===== config.mk =====
export PLATFORM = sky130hd
export DESIGN_NAME = car_move_resolver
export DESIGN_NICKNAME = d
export VERILOG_FILES = /design/src/rtl/car_move_resolver.sv
export SDC_FILE = /design/constraint.sdc
export NUM_CORES = 1
export LEC_CHECK = 0
export ABC_CLOCK_PERIOD_IN_PS = 3500
export CORE_MARGIN = 2
export CORE_UTILIZATION = 35
export DETAILED_ROUTE_END_ITERATION = 8
export GPL_ROUTABILITY_DRIVEN = 0
export SLEW_MARGIN = 20
export SYNTH_ARGS = -nofsm -noshare
export SYNTH_HDL_FRONTEND = slang
export SYNTH_SLANG_ARGS = --single-unit

===== constraint.sdc =====
create_clock -name clk -period 3.5 [get_ports clk]
set_clock_uncertainty 0.1 [all_clocks]
set_input_delay 0.525 -clock clk [delete_from_list [all_inputs] [get_ports clk]]
set_output_delay 0.525 -clock clk [all_outputs]
set_load 0.03 [all_outputs]

===== src/rtl/car_move_resolver.sv =====
// car_move_resolver
//   Resolves one lane-change request per row-advance tick for a lane-based
//   car game. A request is latched while idle. On tick, the incoming row maps
//   are captured and evaluated one cycle later against the target lane. The
//   evaluation produces either a move, a stay, or a hit. A hit costs a life
//   and grants a few evaluations of immunity. Running out of lives ends the
//   game.
//
//   Ports
//     clk           clock
//     reset         synchronous, active-high
//     tick          one-cycle row-advance strobe
//     next_row      obstacle map of the row entering the car's tail slot
//     head_row      obstacle map of the row at the car's head
//     attempt_move  10 = left (+1), 01 = right (-1), 00/11 = none
//     position      current lane (0 = rightmost)
//     move_result   00 stay, 10 moved left, 01 moved right, 11 hit
//     result_valid  one-cycle pulse qualifying move_result
//     immune        immunity active
//     lives_left    remaining lives
//     game_over     sticky end-of-game flag
//     tick_overrun  one-cycle pulse when a tick is dropped
module car_move_resolver #(
  parameter int LANES        = 6,
  parameter int IMMUNE_TICKS = 3,
  parameter int LIVES        = 3,
  parameter int START_LANE   = 0,
  localparam int PW          = $clog2(LANES)
) (
  input  logic             clk,
  input  logic             reset,
  input  logic             tick,
  input  logic [LANES-1:0] next_row,
  input  logic [LANES-1:0] head_row,
  input  logic [1:0]       attempt_move,
  output logic [PW-1:0]    position,
  output logic [1:0]       move_result,
  output logic             result_valid,
  output logic             immune,
  output logic [3:0]       lives_left,
  output logic             game_over,
  output logic             tick_overrun
);

  typedef enum logic [1:0] {IDLE, EVAL, CLEAR, OVER} state_t;

  localparam logic [PW-1:0] LAST_LANE = PW'(LANES - 1);

  state_t           r_state;
  logic [1:0]       r_move;
  logic [LANES-1:0] r_next_row;
  logic [LANES-1:0] r_head_row;
  logic [PW-1:0]    r_position;
  logic [1:0]       r_move_result;
  logic             r_result_valid;
  logic             r_immune;
  logic [31:0]      r_count;
  logic [3:0]       r_lives;
  logic             r_game_over;
  logic             r_tick_overrun;

  logic [PW-1:0]    w_target;
  logic             w_applied;
  logic             w_hit;
  logic             w_req_valid;
  logic [31:0]      w_count_inc;

  // Only 10 and 01 are real requests.
  assign w_req_valid = attempt_move[1] ^ attempt_move[0];
  assign w_count_inc = r_count + 32'd1;

  // Target lane: walls clamp the move, leaving the car in place.
  always_comb begin
    w_target = r_position;
    if (r_move == 2'b10 && r_position != LAST_LANE) begin
      w_target = r_position + PW'(1);
    end else if (r_move == 2'b01 && r_position != '0) begin
      w_target = r_position - PW'(1);
    end
  end

  assign w_applied = (w_target != r_position);
  // The head row only matters when the car actually changes lane.
  assign w_hit     = !r_immune &&
                     (r_next_row[w_target] || (w_applied && r_head_row[w_target]));

  always_ff @(posedge clk) begin
    if (reset) begin
      r_state        <= IDLE;
      r_move         <= '0;
      r_next_row     <= '0;
      r_head_row     <= '0;
      r_position     <= PW'(START_LANE);
      r_move_result  <= '0;
      r_result_valid <= 1'b0;
      r_immune       <= 1'b0;
      r_count        <= '0;
      r_lives        <= 4'(LIVES);
      r_game_over    <= 1'b0;
      r_tick_overrun <= 1'b0;
    end else begin
      r_result_valid <= 1'b0;
      r_tick_overrun <= 1'b0;
      case (r_state)
        IDLE: begin
          if (r_move == 2'b00 && w_req_valid) begin
            r_move <= attempt_move;
          end
          if (tick) begin
            r_next_row <= next_row;
            r_head_row <= head_row;
            r_state    <= EVAL;
          end
        end
        EVAL: begin
          r_tick_overrun <= tick;
          r_result_valid <= 1'b1;
          if (w_hit) begin
            r_move_result <= 2'b11;
            r_immune      <= 1'b1;
            r_count       <= '0;
            if (r_lives != '0) begin
              r_lives <= r_lives - 4'd1;
            end
          end else begin
            r_move_result <= w_applied ? r_move : 2'b00;
            r_position    <= w_target;
            // The hitting evaluation itself never counts toward immunity.
            if (r_immune) begin
              if (w_count_inc == 32'(IMMUNE_TICKS)) begin
                r_immune <= 1'b0;
                r_count  <= '0;
              end else begin
                r_count <= w_count_inc;
              end
            end
          end
          r_state <= CLEAR;
        end
        CLEAR: begin
          r_tick_overrun <= tick;
          r_move         <= '0;
          if (r_lives == '0) begin
            r_state     <= OVER;
            r_game_over <= 1'b1;
          end else begin
            r_state <= IDLE;
          end
        end
        OVER: begin
          r_game_over <= 1'b1;
        end
        default: begin
          r_state <= IDLE;
        end
      endcase
    end
  end

  assign position     = r_position;
  assign move_result  = r_move_result;
  assign result_valid = r_result_valid;
  assign immune       = r_immune;
  assign lives_left   = r_lives;
  assign game_over    = r_game_over;
  assign tick_overrun = r_tick_overrun;

endmodule


==> impl_metrics.toml <==
[status]
outcome = "finished, final reports clean"

[synthesis]
synth_area_per_cell_um2 = 7.69
yosys_warnings = 0
seq_area_frac_synth = 0.315
synth_edf_count = 0
syn_inst = 505
async_flop_share = 0
synth_nets = 534
yosysUniqueCellTypes = 60
synth_seq_cells = 61
synth_area_um2 = 3880
synth-main-ff-cell = "dfxtp_1"

[routing]
route.detailed.drc = 0
totalWireLength_mm = 10.4
wl_per_cell_um = 15.6
first_pass_iters = 4
vias = 3845
drt-vias-per-instance = 5.74
ant_nets = 0
first_iter_violations = 275

[critical_path]
critPathRequiredTime_ns = 3.63
r2r-end = "r_count[9]"
ff2ff_path_depth = 9
worstSetupPathType = "flop to flop"
reg2reg_from = "r_count[3]"
cp-start-kind = "flop"
cp.arrival_ns = 3.45
cp_max_fo = 15
regToRegSetupSlack_ns = 0.18
cp-end-kind = "flop"

[timing]
fin_crit_sh = 0.949
final.setup.tns_ns = 0
tightest_slew_ns = 0.686
hold_viol = 0
hold_ws_ns = 0.357
layout_setup_ws_ns = 0.177
setup_viol_count_final = 0
rsz0062_at_grt = "false"
drv_slew = 0
fmax_mhz = 301
period_minus_slack_ns = 3.32
max_slew_margin = 0.543

[cts]
clock_path_buffers = 2
cts.sinks = 61
path_clk_slew_ns = 0.08
clock_latency_ns = 0.35
tritoncts = "done"
hold_buffers = 0
cts_buffers = 9
post-cts-setup-buffer-count = 0
cts_root_buf = "clkbuf_8"
htreeDepth = 3
cts-resized-gates = 0

[place]
postPlaceCellArea_um2 = 4300
pre_cts_ws_ns = 0.105
dp_cells = 654
io_buffers = 29
place_hpwl_mm = 7.34

[grt]
grt_overflow = 0
grt_pass1_vias = 3548
antenna_found_initial = 0
grt_use_total = 0.180
grt_pass1_wl_mm = 17.1
grt_start_max_net_pins = 36

[power]
swShare = 0.301
p_per_area_nw_per_um2 = 374
p_sw_uw = 510
total_power_mw = 1.69
peakVddDrop_mv = 0.209
p_int_mw = 1.18
p_comb_frac = 0.162
p_seq_frac = 0.438
p_leak_nw = 1.51
pwr-share-clk = 0.400

[floorplanning]
core.rowCount = 38
start_util = 0.358
dieHeight_um = 109
die_x_um = 109
dieArea_um2 = 11900
pin_count = 30
core-area_um2 = 10800

[finish]
multi_input_area_um2 = 2440
final_area_um2 = 4520
utilization = 0.417
finalNonFillerCells = 670
nFillCells = 1108
nets = 554
diodes = 0
drive_gt1_frac = 0.0962
area_delta_synth_final_pct = 16.5
seqCellArea_um2 = 1220

[min_path]
min_from = "r_head_row[2]"
holdPathEnd = "r_head_row[2]"
holdPathStages = 2
hp-class = "flop to flop"

[flow_run]
cap_violations = 0
-- layer usage --
metal | share of wire | GRT usage
met4 | 0.0082 | 0.0434
met1 | 0.46 | 0.235
met3 | 0.063 | 0.0474
met5 | 0 | 0
met2 | 0.47 | 0.298
-- kinds of logic after synthesis --
kind of cell,Yosys count,synth area share
multiplexers,9,0.0300
AO/OA/AOI/OAI,124,0.207
XOR/XNOR,10,0.0226
flip-flops,61,0.315
adder cells (fa/ha/maj),12,0.0387
AND/OR/NAND/NOR,234,0.325
buffers and inverters,55,0.0622
-- state kept, by name (all words and copies together) (netlist names) --
register and flops:
lives_left 4, tick_overrun 1, r_move 2, move_result 2, game_over 1, r_count 32, r_state 2, position 3
r_next_row 6, result_valid 1, r_head_row 6, immune 1
-- cell type report --
| class | instances | area share |
|---|---|---|
| repair buffers | 45 | 0.0897 |
| multi-input cells | 389 | 0.540 |
| flip-flops and latches | 61 | 0.270 |
| inverters | 19 | 0.0158 |
| clock inverters | 6 | 0.0155 |
| well taps | 140 | 0.0387 |
| clock buffers | 10 | 0.0304 |
-- worst max-delay path, cell delays in order, from the launching register on --
cell and delay, ns:
dfxtp_1 0.47, and4_4 0.31, nand3_4 0.18, and2_1 0.24, o32a_1 0.29, or4_1 0.49
or4_1 0.58, buf_4 0.24, a32oi_1 0.20, o31ai_1 0.09
-- worst max-delay path by stage --
stage / from / endpoint / slack [ns] / cells after the start
after global placement: r_count[1] / r_count[18] / 0.17 / 8
after CTS: position[1] / r_count[4] / 0.06 / 11
after floorplan: position[0] / r_count[25] / 0.16 / 11
after global routing: r_count[9] / r_count[21] / 0.01 / 9
after detailed placement: position[1] / r_count[4] / 0.10 / 11
final: r_count[3] / r_count[9] / 0.18 / 9
-- Yosys cell counts, types with 8 or more instances --
| cell type | count | share of area |
|---|---|---|
| a31oi_1 | 13 | 0.021 |
| nor3b_1 | 9 | 0.017 |
| and3_1 | 11 | 0.018 |
| o31ai_1 | 13 | 0.025 |
| nand2_1 | 60 | 0.058 |
| nor2_1 | 40 | 0.039 |
| o21ai_0 | 18 | 0.023 |
| nor3_1 | 13 | 0.017 |
| inv_1 | 19 | 0.018 |
| nand3_1 | 27 | 0.035 |
| nand4_1 | 16 | 0.026 |
| a32oi_1 | 8 | 0.018 |
| dfxtp_1 | 61 | 0.31 |
| clkbuf_1 | 18 | 0.017 |
| ha_1 | 12 | 0.039 |
| a21oi_1 | 37 | 0.048 |
| buf_2 | 10 | 0.013 |
| nor4b_1 | 9 | 0.020 |
-- placed cells by master, fill, tap and decap left out, types with 5 or more instances in the layout --
master	synthesis	final
buf_4	2	16
nor4b_1	9	9
a21oi_1	37	37
and2_1	7	7
clkbuf_8	0	10
nand3_1	27	27
nor2_1	40	39
inv_1	19	19
o21ai_0	18	18
nor3_1	13	13
nor4_1	6	6
xnor2_1	7	7
a32oi_1	8	8
nand4_1	16	16
or4_1	7	7
a31oi_1	13	12
or2_2	5	5
o31ai_1	13	13
mux2i_1	6	6
nor3b_1	9	9
nand2_1	60	60
and3_1	11	11
dfxtp_1	61	61
ha_1	12	12
clkdlybuf4s50_1	0	28
-- power groups by stage --
stage	clock, mW	sequential (mW)	combinational (mW)
floorplan	0	0.772	0.156
global placement	0	0.758	0.267
detailed placement	0	0.758	0.272
CTS	0.693	0.742	0.274
global route	0.716	0.746	0.301
finish	0.677	0.742	0.274
(Power assumes the default switching activity.)
